[src/rtl/jk_excitation_driver.sv]
// jk_excitation_driver
//    Drives a bank of WIDTH JK flops toward a requested target word, keeps a
//    shadow copy of the bank state, verifies the bank's q feedback after every
//    write and counts divergences in a saturating error counter.
//
//    Build option: define JK_TOGGLE_ENC_EN to use toggle encoding
//    (changed bits get j=k=1). Without it, set/clear encoding is used
//    (j = ~s & t, k = s & ~t).
//
//    state | meaning
//    ------+-----------------------------------------------------------
//    IDLE  | ready for a target; done/mismatch of the last write visible
//    DRIVE | j/k presented to the bank; bank captures at end of cycle
//    CHECK | bank q compared against shadow; resync shadow on mismatch
module jk_excitation_driver #(
   parameter int WIDTH     = 8,
   parameter int ERR_CNT_W = 8
) (
   input  logic                 clk,
   input  logic                 reset,
   input  logic                 tgt_valid,
   output logic                 tgt_ready,
   input  logic [WIDTH-1:0]     tgt_data,
   output logic [WIDTH-1:0]     jk_j,
   output logic [WIDTH-1:0]     jk_k,
   input  logic [WIDTH-1:0]     jk_q,
   output logic [WIDTH-1:0]     shadow_q,
   output logic                 busy,
   output logic                 done,
   output logic                 mismatch,
   output logic [ERR_CNT_W-1:0] err_cnt
);

   typedef enum logic [1:0] {
      IDLE  = 2'd0,
      DRIVE = 2'd1,
      CHECK = 2'd2
   } state_t;

   state_t           state;
   logic [WIDTH-1:0] tgt_lat;
   logic [WIDTH-1:0] exc_j;
   logic [WIDTH-1:0] exc_k;

   // Excitation needed to move each bank bit from the shadow value to the target
   always_comb begin
`ifdef JK_TOGGLE_ENC_EN
      exc_j = shadow_q ^ tgt_data;
      exc_k = shadow_q ^ tgt_data;
`else
      exc_j = ~shadow_q & tgt_data;
      exc_k = shadow_q & ~tgt_data;
`endif
   end

   assign tgt_ready = (state == IDLE);
   assign busy      = (state != IDLE);

   // Sequencer: accept, drive one cycle, verify one cycle, report
   always_ff @(posedge clk or posedge reset) begin
      if (reset) begin
         state    <= IDLE;
         tgt_lat  <= '0;
         jk_j     <= '0;
         jk_k     <= '0;
         shadow_q <= '0;
         err_cnt  <= '0;
         done     <= 1'b0;
         mismatch <= 1'b0;
      end else begin
         done     <= 1'b0;
         mismatch <= 1'b0;
         case (state)
            IDLE: begin
               if (tgt_valid) begin
                  tgt_lat <= tgt_data;
                  jk_j    <= exc_j;
                  jk_k    <= exc_k;
                  state   <= DRIVE;
               end
            end
            DRIVE: begin
               jk_j     <= '0;
               jk_k     <= '0;
               shadow_q <= tgt_lat;
               state    <= CHECK;
            end
            CHECK: begin
               if (jk_q == shadow_q) begin
                  done <= 1'b1;
               end else begin
                  mismatch <= 1'b1;
                  shadow_q <= jk_q;
                  if (err_cnt != {ERR_CNT_W{1'b1}}) begin
                     err_cnt <= err_cnt + ERR_CNT_W'(1);
                  end
               end
               state <= IDLE;
            end
            default: begin
               jk_j  <= '0;
               jk_k  <= '0;
               state <= IDLE;
            end
         endcase
      end
   end

endmodule

[config.mk]
export PLATFORM = sky130hd
export DESIGN_NAME = jk_excitation_driver
export DESIGN_NICKNAME = d
export VERILOG_FILES = /design/src/rtl/jk_excitation_driver.sv
export SDC_FILE = /design/constraint.sdc
export NUM_CORES = 1
export LEC_CHECK = 0
export CAP_MARGIN = 40
export CORE_AREA = 2 2 54 81
export CTS_CLUSTER_SIZE = 28
export DETAILED_ROUTE_END_ITERATION = 8
export DIE_AREA = 0 0 56 83
export GPL_TIMING_DRIVEN = 0
export PLACE_DENSITY = 0.92
export SLEW_MARGIN = 20
export SYNTH_ARGS = -nofsm -noshare
export SYNTH_HDL_FRONTEND = slang
export SYNTH_SLANG_ARGS = --single-unit
[constraint.sdc]
create_clock -name clk -period 3.43 [get_ports clk]
set_input_delay 0.343 -clock clk [delete_from_list [all_inputs] [get_ports clk]]
set_output_delay 0.343 -clock clk [all_outputs]
set_load 0.1 [all_outputs]
==> results.cfg, run 1 <==
[setup_path]
critPathCapture = tgt_ready
r2r_slack_ns = 1.59
slowest_stage = clkdlybuf4s50_1
cp_data_required_time_ns = 3.09
endpoint_kind = output pin
critPathLaunch = state[1]
path_class = reg2out
r2r_end = jk_k[3]
critPathMaxStageDelay_ns = 0.53
critPathMaxFanout = 4
r2r-start = state[1]
cp.arrival_ns = 1.77
rr_worst_depth = 4
critPathLaunchType = flip-flop
path_cells = or2_1 > inv_1 > clkdlybuf4s50_1 > buf_8

[routing]
via_count = 1633
drtAntennaViolNets = 0
firstDrtPassIters = 4
drt-wirelength-per-cell_um = 16.7
drt_iter0_markers = 50
via_per_inst = 5.43
wirelength_um = 5030
drc_errors = 0

[timing]
skew_ns = 0.00439
finalCritPeriodShare_pct = 61.7
max_freq_ghz = 0.472
hold-worst-slack_ns = 0.405
finalCriticalPeriod_ns = 2.12
setup-tns-final_ns = 0
slew_headroom_pct = 47.9
maxSlewViolCount = 0
rsz0062_at_grt = false
worst-slew-pin-transition_ns = 0.781
setup_viol = 0
timing.final.hold_violations = 0

[flow_run]
cap_violations = 0

[final_layout]
fillers = 218
fin_area_um2 = 3220
multi_input_area_um2 = 732
regArea_um2 = 1100
num_antenna_cells = 0
final_nets = 276
drive_above_1_share_pct = 25.8
syn2layout_area_growth_pct = 64.3
layout.cells.non_filler = 301

[floorplanning]
die_h_um = 83
die-area_um2 = 4650
dieWidth_um = 56
start_util_pct = 50.0
core_um2 = 3920
fp-row-count = 28
pin_count = 55

[cts]
cts_htree_levels = 2
clock_latency_ns = 0.28
cts_num_sinks = 44
cts_setup_buffers = 0
cts_hold_buf = 0
post_cts_resized = 0
clockBufferDepth = 2
cts_buffers = 5
cts_tree = built
cts-root-buf = clkbuf_8
path_clk_slew_ns = 0.08

[yosys]
ys_warn_count = 0
yosysMostFrequentCell = dfrtp_1
synth.top_cells.by_count = dfrtp_1 (44), inv_1 (21), a32o_1 (16), mux2_2 (11), nand2b_1 (10)
async_reset_ff_share_pct = 100
syn_area_per_cell_um2 = 12.4
seq_area_frac_synth_pct = 56.1
syn_nets = 178
yosys.area.top_type = dfrtp_1
synth_top_area_share_pct = 56.1
synth-seq-cells = 44
syn_area_um2 = 1960
synth_area_leaders = dfrtp_1 (56%), a32o_1 (8.2%), mux2_2 (6.3%), o221a_1 (4.6%), inv_1 (4.0%)
synth_edf_count = 0
netlist_instances = 158
synth-main-ff-cell = dfrtp_1
synthDistinctLibCells = 31

[grt]
grt_max_degree = 25
grt_pass1_wl_um = 8580
antenna_found_initial = 0
grt_pass1_vias = 1797
busiest_layer = met2
grt-ovfl-total = 0
grt_use_met2_pct = 43.2
grt_use_met1_pct = 25.9
grt_util_met3_pct = 4.36
grt_use_total_pct = 23.2

[power_and_ir_drop]
p_leak_nw = 1.42
p_per_area_nw_per_um2 = 914
power.total_mw = 2.95
ir_drop_mv = 0.889

[placed_design]
place_area_um2 = 3130
numPortBuffers = 54
dp_hpwl_um = 3870
gp_congestion = 0.803
place_inst = 294

[run_status]
status = finished, final reports clean

[worst_hold_path]
hp-class = in2async
-- worst min path at each step --
stage | start | endpoint | slack [ns] | depth (start not counted)
after floorplan | tgt_lat[0] | tgt_lat[0] | 0.47 | 1
after global placement | jk_j[5] | jk_j[5] | 0.47 | 1
after detailed placement | jk_k[7] | jk_k[7] | 0.48 | 1
after CTS | reset | tgt_lat[7] | 0.42 | 2
after global routing | reset | mismatch | 0.46 | 2
final | reset | tgt_lat[7] | 0.41 | 2
-- stage by stage --
| stage | utilization (%) | setup WS (ns) |
|---|---|---|
| 6_report | 82.1 | 1.31 |
| 5_1_grt | 82.1 | 1.25 |
| 4_1_cts | 82.1 | 1.31 |
| 3_5_place_dp | 79.7 | 1.17 |
| 3_3_place_gp | 65.2 | 1.17 |
| 2_1_floorplan | - | 0.624 |
-- routing by layer --
metal  vias up  wire, um
li1        748         -
met1       829      1940
met2        50      2810
met3         6       226
met4         0        52
met5         -         0
-- worst max-delay path: cells and delay by family, from the launching register on --
family,cells,cell delay [ns]
and+or+nand+nor,1,0.27
DFF,1,0.40
buffers and inverters,3,0.83
-- logic make-up after synthesis --
kind of cell               share of synthesized area [%]
AOI/OAI and AO/OA                                   14.0
xor gates and xnor gates                            5.36
adders and majority gates                          0.638
buffers and inverters                               6.57
DFF                                                 56.1
muxes                                               6.82
and+or+nand+nor                                     10.5
-- sequential cells by signal, indices dropped and copies added (netlist names) --
register,flops
done,1
err_cnt,8
jk_j,8
jk_k,8
mismatch,1
shadow_q,8
state,2
tgt_lat,8
-- final cells by class --
type | instances | share of cell area [%]
well taps | 45 | 1.75
inverters | 21 | 2.45
plain buffers | 7 | 1.55
flip-flops and latches | 44 | 34.2
clock buffers | 7 | 2.99
multi-input cells | 86 | 22.7
repair buffers | 91 | 34.4
-- cell usage in the layout, fill, tap and decap left out, drive strengths merged --
cell type      count
nand2b            11
a32o              16
nor4               1
nor3               3
mux2              11
nor4b              1
clkbuf             9
nand3              3
xnor2              8
dfrtp             44
and2               1
a21oi              1
ha                 1
nor3b              1
mux2i              1
nor2               4
or2                2
nand4              2
nor2b              1
o221a              8
xor2               4
nand2              4
o21bai             1
or3                1
clkdlybuf4s50     54
inv               21
buf               42
-- power by group --
| group | switching, mW | internal, mW |
|---|---|---|
| clock | 0.159 | 0.179 |
| sequential | 0.139 | 0.654 |
| combinational | 1.13 | 0.682 |
| total | 1.43 | 1.51 |
Note: power is estimated with default switching activity, not from simulation.
==> run 2, diff against run 1 <==
--- a/config.mk
+++ b/config.mk
@@ -6,12 +6,12 @@
 export NUM_CORES = 1
 export LEC_CHECK = 0
 export CAP_MARGIN = 40
-export CORE_AREA = 2 2 54 81
+export CORE_AREA = 2 2 56 85
 export CTS_CLUSTER_SIZE = 28
 export DETAILED_ROUTE_END_ITERATION = 8
-export DIE_AREA = 0 0 56 83
+export DIE_AREA = 0 0 58 87
 export GPL_TIMING_DRIVEN = 0
-export PLACE_DENSITY = 0.92
+export PLACE_DENSITY = 0.86
 export SLEW_MARGIN = 20
 export SYNTH_ARGS = -nofsm -noshare
 export SYNTH_HDL_FRONTEND = slang
==> constraint.sdc (replaced) <==
create_clock -name clk -period 2.2 [get_ports clk]
set_input_delay 0.22 -clock clk [delete_from_list [all_inputs] [get_ports clk]]
set_output_delay 0.22 -clock clk [all_outputs]
set_load 0.1 [all_outputs]
==> run 2 against run 1 <==
Against the previous run:
- cell count up 1.3%
- utilization shrank 8.0 points
- combinational power up 56%
- sequential share of layout area barely moved
- sequential cell count did not move
- clock skew grew 0.0087 ns
- register-to-register slack worse by 1.2 ns
- die area increased by 8.6%
- critical endpoint unchanged
- largest cell class unchanged
==> results.cfg, run 2 (same netlist as run 1, synthesis figures left out) <==
[run_status]
status = finished, final reports clean

[setup_path]
slowest_stage = clkdlybuf4s50_1
critPathMaxStageDelay_ns = 0.50
critPathLaunchType = flip-flop
path_cells = or2_4 > clkinvlp_4 > clkdlybuf4s50_1 > buf_8
critPathMaxFanout = 4
endpoint_kind = output pin
cp.arrival_ns = 1.74
cp_data_required_time_ns = 1.98
path_class = reg2out

[timing]
slew_headroom_pct = 50.7
setup_viol = 0
max_freq_ghz = 0.510
finalCritPeriodShare_pct = 89.0
layout_setup_ws_ns = 0.241
maxSlewViolCount = 0
skew_ns = 0.0131
finalCriticalPeriod_ns = 1.96
setup-tns-final_ns = 0
worst-slew-pin-transition_ns = 0.739
timing.final.hold_violations = 0
rsz0062_at_grt = false

[final_layout]
layout_commonest_cell = clkdlybuf4s50_1
syn2layout_area_growth_pct = 64.5
num_antenna_cells = 0
final_nets = 276
layout_common_cells = clkdlybuf4s50_1 (54), dfrtp_1 (42), buf_8 (36), inv_1 (19), a32o_1 (16)
drive_above_1_share_pct = 27.2

[cts]
cts_num_sinks = 44
cts_buffers = 5
path_clk_slew_ns = 0.09
cts_hold_buf = 0
cts_htree_levels = 2
cts_setup_buffers = 0
post_cts_resized = 0
clockBufferDepth = 2
cts-root-buf = clkbuf_8
clock_latency_ns = 0.30
cts_tree = built

[grt]
antenna_found_initial = 0
grt-ovfl-total = 0
grt_pass1_wl_um = 8320
grt_max_degree = 25
grt_pass1_vias = 1748
grt_use_total_pct = 22.0

[floorplanning]
core_um2 = 4350
die_h_um = 87
die-area_um2 = 5050
pin_count = 55
fp-row-count = 30
start_util_pct = 45.1
dieWidth_um = 58

[routing]
drt_iter0_markers = 80
drtAntennaViolNets = 0
via_per_inst = 5.41
drc_errors = 0
firstDrtPassIters = 5
drt-wirelength-per-cell_um = 16.1
wirelength_um = 4920
via_count = 1651

[worst_hold_path]
hp-class = in2async

[flow_run]
cap_violations = 0

[power_and_ir_drop]
ir_drop_mv = 1.27
p_leak_nw = 1.41
p_per_area_nw_per_um2 = 1420

[placed_design]
numPortBuffers = 54
gp_congestion = 0.790
dp_hpwl_um = 3860
dp_slack_ns = 0.159
==> run 2: cell types whose count changed in the layout (fill, tap and decap cells not counted) <==
cell / before / now
or2_1: 1 / 0
inv_1: 20 / 19
clkinvlp_4: 0 / 2
clkinv_4: 0 / 1
clkbuf_1: 2 / 3
dfrtp_1: 44 / 42
dfrtp_2: 0 / 2
or2_4: 0 / 1
clkbuf_8: 7 / 5
==> run 2: metal layers <==
metal | part of all wire [%] | global-route usage [%] | up-vias
li1 | - | - | 756
met1 | 37 | 24.3 | 841
met2 | 58 | 40.9 | 45
met5 | 0 | 0 | -
met3 | 3.5 | 3.71 | 9
met4 | 1.6 | 8.25 | 0
==> run 2: cell type report <==
class                           count  area, um^2
Fill cell                         273        1130
Timing Repair Buffer               91        1110
Sequential cell                    44        1100
Multi-Input combinational cell     86         734
Inverter                           21        82.6
Clock buffer                        6        72.6
Tap cell                           48        60.1
Buffer                              7        50.0
Clock inverter                      2        16.3
==> run 2: critical path: cells and delay by family (launching register included) <==
family	cells	cell delay [ns]
buffers and inverters	3	0.76
flip-flops	1	0.41
AND/OR/NAND/NOR	1	0.27
==> run 2: per-stage QoR <==
step / util [%] / area (um^2) / hold WS [ns] / power (mW) / std cells
after floorplan: - / 1970 / 0.372 / 2.94 / 158
after global placement: 59.1 / 2570 / 0.475 / 3.45 / 260
after detailed placement: 72.1 / 3140 / 0.484 / 4.11 / 297
after CTS: 74.1 / 3230 / 0.285 / 4.61 / 305
after global routing: 74.1 / 3230 / 0.316 / 4.76 / 305
final: 74.1 / 3230 / 0.267 / 4.58 / 305
==> run 2: power breakdown <==
part,leakage [nW],switching (mW),internal [mW]
Combinational,0.823,1.77,1.07
Sequential,0.542,0.215,1.02
Clock,0.0414,0.276,0.226
==> run 2: final timing paths <==
kind                       slack [ns]     start     endpoint  cells after the start
max                              0.24  state[0]    tgt_ready                      4
min                              0.27     reset      jk_j[0]                      2
max reg2reg                      0.38  state[1]      jk_j[5]                      4
min reg2reg                      0.50   jk_j[7]      jk_j[7]                      1
max in group asynchronous        1.46     reset  shadow_q[1]                      3
min in group clk                 0.50   jk_j[7]      jk_j[7]                      1
==> run 3, diff against run 2 <==
--- a/config.mk
+++ b/config.mk
@@ -5,13 +5,15 @@
 export SDC_FILE = /design/constraint.sdc
 export NUM_CORES = 1
 export LEC_CHECK = 0
+export ABC_AREA = 1
 export CAP_MARGIN = 40
-export CORE_AREA = 2 2 56 85
+export CORE_AREA = 2 2 58 87
 export CTS_CLUSTER_SIZE = 28
 export DETAILED_ROUTE_END_ITERATION = 8
-export DIE_AREA = 0 0 58 87
+export DIE_AREA = 0 0 60 89
 export GPL_TIMING_DRIVEN = 0
 export PLACE_DENSITY = 0.86
+export RECOVER_POWER = 50
 export SLEW_MARGIN = 20
 export SYNTH_ARGS = -nofsm -noshare
 export SYNTH_HDL_FRONTEND = slang
==> run 3 against run 2 <==
Against the previous run:
- register-to-register slack gained 0.16 ns
- cell area grew 3.8%
- synthesized cell count grew 61%
- setup slack gained 0.096 ns
- critical path depth is the same
- maximum frequency grew 5.2%
==> results.cfg, run 3 <==
[setup_path]
r2r_end = jk_j[4]
cp_data_required_time_ns = 1.98
r2r-start = state[0]
endpoint_kind = output pin
slowest_stage = clkdlybuf4s50_1
cp.arrival_ns = 1.64
path_cells = nor2_1 > clkinv_1 > clkdlybuf4s50_1 > buf_8
r2r_slack_ns = 0.54
critPathLaunchType = flip-flop
critPathMaxFanout = 3
rr_worst_depth = 6
critPathMaxStageDelay_ns = 0.47
path_class = reg2out

[yosys]
seq_area_frac_synth_pct = 52.2
synth_top_area_share_pct = 52.2
ys_warn_count = 0
synth_area_leaders = dfrtp_1 (52%), nand2_1 (17%), inv_1 (5.3%), nand3_1 (3.1%), nand4_1 (2.4%)
synth-main-ff-cell = dfrtp_1
synth_edf_count = 0
netlist_instances = 254
synth-seq-cells = 44
syn_area_per_cell_um2 = 8.30
async_reset_ff_share_pct = 100
synthDistinctLibCells = 23
syn_nets = 274
syn_area_um2 = 2110
yosysMostFrequentCell = nand2_1
yosys.area.top_type = dfrtp_1
synth.top_cells.by_count = nand2_1 (93), dfrtp_1 (44), inv_1 (30), nand3_1 (13), nor2_1 (11)

[routing]
via_per_inst = 4.94
drt-wirelength-per-cell_um = 13.3
drc_errors = 0
via_count = 2058
firstDrtPassIters = 4
drtAntennaViolNets = 0
drt_iter0_markers = 106
wirelength_um = 5530

[timing]
slew_headroom_pct = 43.7
finalCriticalPeriod_ns = 1.86
setup-tns-final_ns = 0
worst-slew-pin-transition_ns = 0.845
setup_viol = 0
finalCritPeriodShare_pct = 84.7
timing.final.hold_violations = 0
maxSlewViolCount = 0
rsz0062_at_grt = false
skew_ns = 0.00504
max_freq_ghz = 0.537

[final_layout]
syn2layout_area_growth_pct = 58.9
fin_area_um2 = 3350
num_antenna_cells = 0
layout_common_cells = nand2_1 (94), clkdlybuf4s50_1 (53), dfrtp_1 (44), buf_8 (36), inv_1 (32)
layout_commonest_cell = nand2_1
fin_util_pct = 73.8
drive_above_1_share_pct = 17.3
final_nets = 372

[grt]
antenna_found_initial = 0
grt_use_total_pct = 23.3
grt_pass1_vias = 2134
grt_pass1_wl_um = 9420
grt-ovfl-total = 0
grt_max_degree = 35

[cts]
cts_setup_buffers = 0
path_clk_slew_ns = 0.08
clockBufferDepth = 2
cts_tree = built
cts_buffers = 5
cts_num_sinks = 44
cts-root-buf = clkbuf_8
cts_htree_levels = 2
clock_latency_ns = 0.29
cts_hold_buf = 0
post_cts_resized = 0

[floorplanning]
start_util_pct = 46.4
pin_count = 55
die-area_um2 = 5340
core_um2 = 4540
dieWidth_um = 60
fp-row-count = 30
die_h_um = 89

[worst_hold_path]
hp-class = in2async

[flow_run]
cap_violations = 0

[placed_design]
gp_congestion = 0.841
numPortBuffers = 54
place_area_um2 = 3290
dp_hpwl_um = 4240

[power_and_ir_drop]
p_per_area_nw_per_um2 = 1300
ir_drop_mv = 0.943
power.total_mw = 4.36
p_leak_nw = 1.60

[run_status]
status = finished, final reports clean
-- run 3: cell count changes after synthesis, moves of 9 or more --
cell      change
nand3_1      +10
a32o_1       -16
nand2b_1     -10
mux2_2       -11
nand2_1      +89
inv_1         +9
-- run 3: area by class of cell --
cell class                 count  area [um^2]
tap                           64         80.1
buffer                         6         40.0
multi-input combinational    166          807
fill                         318         1190
clock inverter                 1         7.51
timing repair buffer          91         1090
sequential                    44         1100
clock buffer                   7         86.3
inverter                      38          143
-- run 3: cell families (layout without fill, tap and decap cells) --
kind of cell / count (synthesis) / after routing / synth area share (%)
AND/OR/NAND/NOR: 135 / 135 / 27.7
flip-flops: 44 / 44 / 52.2
buffers and inverters: 44 / 143 / 8.90
AO/OA/AOI/OAI: 22 / 22 / 7.30
XOR/XNOR: 8 / 8 / 3.32
adder cells (fa/ha/maj): 1 / 1 / 0.593
-- run 3: worst max path at each step --
stage	from	cells past startpoint	end
after floorplan	err_cnt[0]	9	err_cnt[7]
after global placement	reset	2	jk_k[0]
after detailed placement	tgt_valid	5	jk_j[1]
after CTS	state[0]	4	busy
after global routing	state[1]	4	busy
final	state[0]	4	busy
-- run 3: critical path: cells and delay by family, from the launching register on --
family	cells	cell delay [ns]
buf+inv	3	0.76
flops	1	0.43
simple gates	1	0.16
-- run 3: layer usage --
| layer | up-vias | part of all wire [%] | global-route usage [%] | routed length [um] |
|---|---|---|---|---|
| met5 | - | 0 | 0 | 0 |
| met4 | 0 | 1.8 | 7.68 | 99 |
| met3 | 10 | 3.9 | 4.05 | 218 |
| met2 | 62 | 57 | 43.6 | 3160 |
| met1 | 996 | 37 | 26.1 | 2060 |
| li1 | 990 | - | - | - |
-- run 3: power breakdown --
part | total [mW] | switching (mW) | internal (mW)
clock | 0.522 | 0.267 | 0.255
combinational | 2.63 | 1.71 | 0.926
sequential | 1.21 | 0.208 | 1.00
-- run 3: stage by stage --
step,worst slack [ns],instances,hold WS (ns)
after floorplan,0.109,254,0.331
after global placement,0.0609,372,0.456
after detailed placement,0.435,409,0.459
after global routing,0.237,417,0.395
final,0.337,417,0.352
after CTS,0.363,417,0.179
==> patch (config.mk and constraints of run 3) <==
The parameter `ERR_CNT_W` goes from 8 to 7.
--- a/src/rtl/jk_excitation_driver.sv
+++ b/src/rtl/jk_excitation_driver.sv
@@ -14,7 +14,7 @@
 //    CHECK | bank q compared against shadow; resync shadow on mismatch
 module jk_excitation_driver #(
    parameter int WIDTH     = 8,
-   parameter int ERR_CNT_W = 8
+   parameter int ERR_CNT_W = 7
 ) (
    input  logic                 clk,
    input  logic                 reset,
Interface: changed (resized err_cnt); port bits go from 55 to 54. No check against the original RTL was run, so the function may have changed too.
==> patch against run 3 <==
Power increased by 3.8%. Sequential cell count decreased by 1. Combinational power up 5%. Critical path type unchanged. Non-clock buffer count shrank 1. Synthesized area shrank 2.2%. Cell area is 1.9% lower. Via count fell by 2.6%. Synthesized cell count fell by 2.8%. Routed wire length is 0.94% higher. Worst setup slack got worse by 0.099 ns. Global-route usage up 0.16 points.
==> patch: results (changes against run 3) <==
dp_slack_ns: 0.5415  # +0.1061 ns
drt_iter0_drc: 98  # -7.5%
vias: 2004  # -2.6%
seq_share: 0.3274  # -0.001236
dpl_cell_area_mm2: 0.003218  # -2.3%
synth_cell_types: 25  # +8.7%
ys_top_cells_by_area: "dfrtp_1 52%, nand2_1 16%, inv_1 5.3%"
rr_startpoint: "shadow_q[0]"
grt_use_met1: 0.2720  # +0.01142
totalWireLength_mm: 5.584  # +0.94%
grtUsageTotal: 0.2350  # +0.001574
syn_inst: 247  # -2.8%
drive_above_1_share: 0.1773  # +0.004521
ir_worst_vdd_v: 0.0008265  # -12%
grt_max_degree: 26  # -26%
synth.net_count: 267  # -2.6%
r2r_end: "shadow_q[2]"
status: "finished, final reports clean"
max_slew_margin: 0.5134  # +0.07680
crit_arrival_ns: 1.74  # +0.10 ns
skew_ns: 0.002597  # -0.002441 ns
clkbuf_count: 8  # +1
buf_share: 0.3365  # +0.0004349
wl_met2_mm: 3.082  # -2.4%
hpwl_mm: 4.321  # +1.9%
synth_common_cells: "89 x nand2_1, 43 x dfrtp_1, 29 x inv_1"
port_buffers: 53  # -1.9%
use_met3: 0.04920  # +0.008683
inverters: 34  # -11%
r2r_slack_ns: 0.50  # -0.04 ns
r2r_cells: 10  # +4
place_inst: 400  # -2.2%
p_leak_nw: 1.597  # about the same
fillerInstances: 317  # -0.31%
holdWs_ns: 0.4736  # +0.1219 ns
multi_input_area_share: 0.2425  # +0.001630
[patch: power breakdown]
group / switching (mW) / internal, mW / leakage, nW
combinational: 1.80 / 0.970 / 0.988
sequential: 0.213 / 0.990 / 0.557
clock: 0.266 / 0.287 / 0.0515
total: 2.28 / 2.25 / 1.60
[patch: logic make-up after synthesis]
| group | count (synthesis) | synth area share |
|---|---|---|
| flops | 43 | 0.5218 |
| compound gates | 23 | 0.06979 |
| xor+xnor | 7 | 0.02973 |
| buf+inv | 41 | 0.09041 |
| fa+ha+maj | 1 | 0.006067 |
| simple gates | 132 | 0.2822 |
[patch: worst max path at each step]
stage / from / end / slack (ns) / cells after the start
after floorplan: state[1] / tgt_lat[1] / 0.11 / 7
final: state[1] / busy / 0.24 / 4
after detailed placement: jk_q[0] / err_cnt[2] / 0.54 / 11
after global placement: reset / state[0] / 0.10 / 2
after CTS: state[1] / busy / 0.26 / 4
after global routing: state[1] / busy / 0.21 / 4
